--- config.mk ---
export PLATFORM = sky130hd
export DESIGN_NAME = control_juego
export DESIGN_NICKNAME = d
export VERILOG_FILES = /design/src/rtl/juego_pkg.sv /design/src/rtl/temporizador_espera.sv /design/src/rtl/control_juego.sv
export SDC_FILE = /design/constraint.sdc
export NUM_CORES = 1
export LEC_CHECK = 0
export BUFFER_PORTS_ARGS = -buffer_cell sky130_fd_sc_hd__buf_2
export CAP_MARGIN = 20
export CORE_MARGIN = 4
export CORE_UTILIZATION = 34
export CTS_BUF_LIST = sky130_fd_sc_hd__clkbuf_8 sky130_fd_sc_hd__clkbuf_16
export DETAILED_ROUTE_END_ITERATION = 8
export GPL_ROUTABILITY_DRIVEN = 0
export HOLD_SLACK_MARGIN = 0.08
export SYNTH_ARGS = -nofsm -noshare
export SYNTH_HDL_FRONTEND = slang
export SYNTH_SLANG_ARGS = --single-unit
--- constraint.sdc ---
create_clock -name clk -period 1.9 [get_ports clk]
set_input_delay 0.095 -clock clk [delete_from_list [all_inputs] [get_ports clk]]
set_output_delay 0.095 -clock clk [all_outputs]
set_load 0.02 [all_outputs]
--- src/rtl/juego_pkg.sv ---
// Shared types for the game controller: FSM state codes, move directions and
// the button-priority helper.
package juego_pkg;

    localparam int unsigned ESTADO_W = 3;
    localparam int unsigned DIR_W    = 2;

    typedef enum logic [ESTADO_W-1:0] {
        INICIO    = 3'd0,
        ESPERA    = 3'd1,
        MOVER     = 3'd2,
        GENERAR   = 3'd3,
        VERIFICAR = 3'd4,
        GANADO    = 3'd5,
        PERDIDO   = 3'd6
    } estado_t;

    typedef enum logic [DIR_W-1:0] {
        DIR_IZQ = 2'd0,
        DIR_DER = 2'd1,
        DIR_ARR = 2'd2,
        DIR_ABA = 2'd3
    } dir_t;

    // Resolves simultaneous presses as izq > der > arr > aba; aba is the fallback.
    function automatic dir_t dir_prioridad(input logic izq, input logic der, input logic arr);
        dir_t d;
        if (izq)      d = DIR_IZQ;
        else if (der) d = DIR_DER;
        else if (arr) d = DIR_ARR;
        else          d = DIR_ABA;
        return d;
    endfunction

endpackage

--- src/rtl/temporizador_espera.sv ---
// Watchdog for datapath handshakes: counts cycles spent in a waiting state and
// flags expiry on the LIMITE-th cycle. clear marks the first waiting cycle.
module temporizador_espera #(
    parameter int unsigned LIMITE = 255
) (
    input  logic clk,
    input  logic rst,
    input  logic clear,
    input  logic enable,
    output logic expiro
);

    localparam int unsigned CNT_W = (LIMITE > 2) ? $clog2(LIMITE) : 1;
    localparam logic [CNT_W-1:0] ULTIMO = CNT_W'(LIMITE - 1);

    logic [CNT_W-1:0] cuenta;

    // The clear cycle itself counts as waited cycle number one.
    always_ff @(posedge clk) begin
        if (rst || !enable) begin
            cuenta <= '0;
        end else if (clear) begin
            cuenta <= CNT_W'(1);
        end else if (cuenta != ULTIMO) begin
            cuenta <= cuenta + CNT_W'(1);
        end
    end

    assign expiro = enable && !clear && (cuenta == ULTIMO);

endmodule

--- src/rtl/control_juego.sv ---
// Game flow controller: sequences move, tile spawn and win/loss verification.
// Define CONTADOR_MOVS_EN to add the saturating move counter output movimientos.
module control_juego
    import juego_pkg::*;
#(
    parameter int unsigned TIMEOUT_CICLOS = 255,
    parameter int unsigned CONTADOR_W     = 16
) (
    input  logic                  clk,
    input  logic                  rst,
    input  logic                  btn_izq,
    input  logic                  btn_der,
    input  logic                  btn_arr,
    input  logic                  btn_aba,
    input  logic                  btn_reiniciar,
    output logic                  mov_start,
    output logic [DIR_W-1:0]      mov_dir,
    input  logic                  mov_done,
    input  logic                  mov_cambio,
    output logic                  gen_start,
    input  logic                  gen_done,
    output logic                  limpiar,
    input  logic                  gano_in,
    input  logic                  perdio_in,
    output logic                  gano,
    output logic                  perdio,
    output logic                  ocupado,
    output logic                  error_timeout,
`ifdef CONTADOR_MOVS_EN
    output logic [ESTADO_W-1:0]   estado,
    output logic [CONTADOR_W-1:0] movimientos
`else
    output logic [ESTADO_W-1:0]   estado
`endif
);

    if (TIMEOUT_CICLOS < 2 || CONTADOR_W < 1) begin : g_param_invalido
        $error("control_juego: TIMEOUT_CICLOS must be >= 2 and CONTADOR_W >= 1");
    end

    estado_t est;
    dir_t    dir;
    logic    wd_enable;
    logic    wd_expiro;

    assign estado    = est;
    assign mov_dir   = dir;
    assign wd_enable = (est == MOVER) || (est == GENERAR);

    // mov_start/gen_start are high exactly in the first cycle of each wait.
    temporizador_espera #(
        .LIMITE (TIMEOUT_CICLOS)
    ) u_temporizador (
        .clk    (clk),
        .rst    (rst),
        .clear  (mov_start | gen_start),
        .enable (wd_enable),
        .expiro (wd_expiro)
    );

    always_ff @(posedge clk) begin
        if (rst) begin
            est           <= INICIO;
            dir           <= DIR_IZQ;
            mov_start     <= 1'b0;
            gen_start     <= 1'b0;
            limpiar       <= 1'b0;
            gano          <= 1'b0;
            perdio        <= 1'b0;
            ocupado       <= 1'b0;
            error_timeout <= 1'b0;
`ifdef CONTADOR_MOVS_EN
            movimientos   <= '0;
`endif
        end else begin
            mov_start <= 1'b0;
            gen_start <= 1'b0;
            limpiar   <= 1'b0;
            case (est)
                INICIO: begin
                    limpiar   <= 1'b1;
                    gen_start <= 1'b1;
                    ocupado   <= 1'b1;
                    est       <= GENERAR;
`ifdef CONTADOR_MOVS_EN
                    movimientos <= '0;
`endif
                end
                ESPERA: begin
                    if (btn_reiniciar) begin
                        ocupado <= 1'b1;
                        est     <= INICIO;
                    end else if (btn_izq || btn_der || btn_arr || btn_aba) begin
                        dir       <= dir_prioridad(btn_izq, btn_der, btn_arr);
                        mov_start <= 1'b1;
                        ocupado   <= 1'b1;
                        est       <= MOVER;
                    end
                end
                MOVER: begin
                    // A done arriving on the expiry cycle still counts as on time.
                    if (mov_done) begin
                        if (mov_cambio) begin
                            gen_start <= 1'b1;
                            est       <= GENERAR;
`ifdef CONTADOR_MOVS_EN
                            if (movimientos != '1) begin
                                movimientos <= movimientos + CONTADOR_W'(1);
                            end
`endif
                        end else begin
                            ocupado <= 1'b0;
                            est     <= ESPERA;
                        end
                    end else if (wd_expiro) begin
                        error_timeout <= 1'b1;
                        ocupado       <= 1'b0;
                        est           <= ESPERA;
                    end
                end
                GENERAR: begin
                    if (gen_done) begin
                        est <= VERIFICAR;
                    end else if (wd_expiro) begin
                        error_timeout <= 1'b1;
                        ocupado       <= 1'b0;
                        est           <= ESPERA;
                    end
                end
                VERIFICAR: begin
                    ocupado <= 1'b0;
                    if (gano_in) begin
                        gano <= 1'b1;
                        est  <= GANADO;
                    end else if (perdio_in) begin
                        perdio <= 1'b1;
                        est    <= PERDIDO;
                    end else begin
                        est <= ESPERA;
                    end
                end
                GANADO, PERDIDO: begin
                    if (btn_reiniciar) begin
                        gano    <= 1'b0;
                        perdio  <= 1'b0;
                        ocupado <= 1'b1;
                        est     <= INICIO;
                    end
                end
                default: begin
                    ocupado <= 1'b1;
                    est     <= INICIO;
                end
            endcase
        end
    end

endmodule

==> results.md <==
- The worst endpoint data arrival time is 1.75 ns.
- The library cell used as clock root buffer is sky130_fd_sc_hd__clkbuf_8.
- The vertical extent of the die is 65.7 um.
- The number of nets in the final layout is 169.
- The endpoint required time on the critical path is 2.06 ns.
- The first global-routing pass estimated 4300 um of wire.
- The count of input and output buffers is 23.
- The residual antenna-violating net count after detailed routing is 0.
- The effective utilization at floorplan is 0.362.
- The total routed wirelength is 2470 um.
- The path type of the worst min-delay path is in2reg.
- STA classifies the critical path startpoint as a flip-flop.
- After detailed routing, the number of vias per cell comes to 5.22.
- The area growth from synthesis to final layout is 17.5%.
- The setup violation total in the final timing report is 0.
- The number of global-route vias before repair came to 954.
- The floorplan has 20 rows.
- The largest buffer count on any clock path is 2.
- The first routing iteration left 23 violations.
- Setup repair after global routing left no endpoint under its margin.
- Static timing analysis puts the maximum clock frequency at 629 MHz.
- In the final timing run, aggregate negative setup slack is 0 ns.
- The maximum number of pins on one net before global-route repair is 23.
- The register with the most flip-flops in the final layout is u_temporizador.cuenta.
- The worst register-to-register path has a depth of 5.
- The length of the first detailed-routing pass in iterations is 4.
- Max-cap violations in this run came to 0.
- The share of the cycle needed by the critical path after routing is 0.837.
- The worst hold slack across all endpoints is 0.123 ns.
- After detailed routing, the number of remaining DRC violations is 0.
- The routed via count is 1034.
- The finished cells cover 1330 um2.
- For the final database, setup skew stands at 0.00328 ns.
- The share of synthesized area in the top cell type comes to 0.354.
- Detailed routing placed a total of 95 um of wire on met3.
- Post-CTS timing repair inserted 0 buffers for setup.
- The largest individual stage delay along the critical path comes from the cell sky130_fd_sc_hd__dfxtp_1.
- Synthesis produced 134 cells.
- The number of top-level pins is 24.
- The hold buffer count at cts is 0.
- For this design the static power due to leakage is 0.560 nW.
- The flow ran to the end, and the final reports show no timing, DRC or antenna violations.
- The biggest area contributor in the post-synthesis netlist is sky130_fd_sc_hd__dfxtp_1.
- By count the netlist is led by sky130_fd_sc_hd__dfxtp_1 (20), sky130_fd_sc_hd__a21oi_1 (14), sky130_fd_sc_hd__nor2_1 (11).
- The overall fraction of global-route tracks in use is 0.126.
- The footprint of the multi-input gates is 651 um2.
- After clock tree synthesis, the clock-pin slew on the worst setup and hold paths is 0.08 ns.
- The number of warning messages in the yosys log is 0.
- Ranked by total cell area, the synthesized netlist is headed by sky130_fd_sc_hd__dfxtp_1 (35%), sky130_fd_sc_hd__a21oi_1 (6.2%), sky130_fd_sc_hd__nor2_1 (3.6%).
- On the worst path, the slowest cell contributes a delay of 0.42 ns.
- The register with the most flip-flops in the layout has 8 of them.
- Clock tree synthesis found a total of 20 sinks.
- In this run the horizontal extent of the chip is 65.7 um.
- The completed layout was analyzed and its total power is 1.10 mW.
- The final hold violation count is 0.
- VDD sags by at most 0.000333 V.
- The netlist uses 49 different library cells.
- Setup slack closes at 0.311 ns.
- After layout, the minimum clock period comes to 1.59 ns.
- In this run the cell area of the synthesized design comes to 1130 um2.
- Fill cells in the final layout number 322.
- The cell with the most instances after synthesis is sky130_fd_sc_hd__dfxtp_1.
- The share of final-layout standard cells stronger than drive strength 1 is 0.234.
- The total count of max-transition violations in the final report was 0.
- The region available for standard cell placement spans 3130 um2.
- The post-route core utilization is 0.425.
- The number of placed instances with taps included is 194.
- The critical path is of the reg2reg type.
- TritonCTS created 3 clock buffers.
- Once layout is complete, the cells apart from fillers number 198.
- Headroom to the max-slew limit came out at 0.576.
- The detailed placement HPWL is 1860 um.
- The total congestion overflow after global routing is 0.
- The transition time at the pin with the least slew margin is 0.636 ns.
- Summing all placed instances gives a cell area of 1260 um2.
- In this run the power density over the cells is 826 nW/um2.
- Of all nets on the critical path, the largest fanout is 6.
- Walking the worst path, the cells encountered are inv_1 > ha_1 > and3_1 > and4_4 > o311a_1.
- A synthesized cell averages 8.45 um2.
- Of the synthesized area, sequential elements account for 0.354.
- The commonest register cell after synthesis is sky130_fd_sc_hd__dfxtp_1.
- The TritonCTS clock tree is yes.
- Wire segments on met2 add up to 1120 um in the final route.
- The number of instances resized during post-cts repair is 0.
- Along the worst hold path, the cell count comes to 2.
- The number of antenna violations at the first check in global routing came to 0.
- The highest metal layer with signal wires is met4.
- When the netlist entered floorplanning its net count stood at 148.
- The fraction of registers with async set or reset after synthesis is 0.
- The area taken by flip-flops and latches is 400 um2.
- The source-to-sink clock delay at the later pin of the worst-skew pair is 0.26 ns.
- The routed length on met1 is 1210 um.
- The total die area is 4320 um2.
- The type of element capturing the critical path is a flip-flop.
- After detailed routing, the average wire length per cell comes to 12.5 um.
- Synthesis inferred 20 register bits.
- Prior to clock tree synthesis, the placed netlist has a worst setup slack of 0.300 ns.
- The minimum setup slack among reg-to-reg paths is 0.31 ns.
- In this run, synthesis inferred 0 flip-flops with an integrated enable.
- The deepest level of the CTS H-tree is 1.
- The number of antenna diodes in the final layout is 0.
cells in the final DEF, fill, tap and decap left out, types with 2 or more instances in the layout:
| master | count |
|---|---|
| sky130_fd_sc_hd__nor2b_1 | 2 |
| sky130_fd_sc_hd__nor2_1 | 11 |
| sky130_fd_sc_hd__a21oi_1 | 14 |
| sky130_fd_sc_hd__dfxtp_1 | 20 |
| sky130_fd_sc_hd__mux2i_1 | 2 |
| sky130_fd_sc_hd__nand2_1 | 8 |
| sky130_fd_sc_hd__nand2b_1 | 5 |
| sky130_fd_sc_hd__and4_1 | 2 |
| sky130_fd_sc_hd__xnor2_1 | 3 |
| sky130_fd_sc_hd__a311oi_1 | 3 |
| sky130_fd_sc_hd__a211oi_1 | 3 |
| sky130_fd_sc_hd__o21ai_0 | 8 |
| sky130_fd_sc_hd__and3_1 | 4 |
| sky130_fd_sc_hd__inv_1 | 6 |
| sky130_fd_sc_hd__buf_2 | 23 |
| sky130_fd_sc_hd__nand3_1 | 2 |
| sky130_fd_sc_hd__o21ai_1 | 2 |
| sky130_fd_sc_hd__clkbuf_8 | 3 |
| sky130_fd_sc_hd__ha_1 | 2 |
| sky130_fd_sc_hd__buf_4 | 2 |
critical path, delay by kind of cell, from the launching register on:
family,cells,cell delay [ns]
and+or+nand+nor,2,0.47
DFF,1,0.42
AOI/OAI and AO/OA,1,0.32
adders and majority gates,1,0.22
buffers and inverters,1,0.07
cell type report:
type / count / area share
Inverter: 6 / 0.0169
Clock inverter: 1 / 0.0226
Sequential cell: 20 / 0.301
Timing Repair Buffer: 25 / 0.0978
Multi-Input combinational cell: 99 / 0.489
Tap cell: 44 / 0.0414
Clock buffer: 3 / 0.0310
path summary, 6_finish.rpt:
path,startpoint,end
hold reg to reg,perdio,perdio
setup reg to reg,u_temporizador.cuenta[0],estado[0]
setup / recovery,u_temporizador.cuenta[0],estado[0]
hold / removal,rst,mov_dir[0]
cell families after synthesis:
kind of cell / Yosys count / share of synthesized area
AO/OA/AOI/OAI: 43 / 0.242
adder cells (fa/ha/maj): 2 / 0.0221
buffers and inverters: 15 / 0.0718
flip-flops: 20 / 0.354
XOR/XNOR: 4 / 0.0309
AND/OR/NAND/NOR: 48 / 0.262
multiplexers: 2 / 0.0177
where the power goes:
part | switching [mW] | internal, mW | leakage [nW] | total (mW)
clock network | 0.148 | 0.281 | 0.0357 | 0.429
logic | 0.117 | 0.0812 | 0.361 | 0.198
registers | 0.0307 | 0.441 | 0.163 | 0.472
total | 0.295 | 0.804 | 0.560 | 1.10
metal layers:
layer,vias to the layer above,track usage
met5,-,0
met4,0,0.0466
met3,5,0.0222
met2,23,0.190
met1,476,0.178
li1,530,-
(Power assumes the default switching activity.)
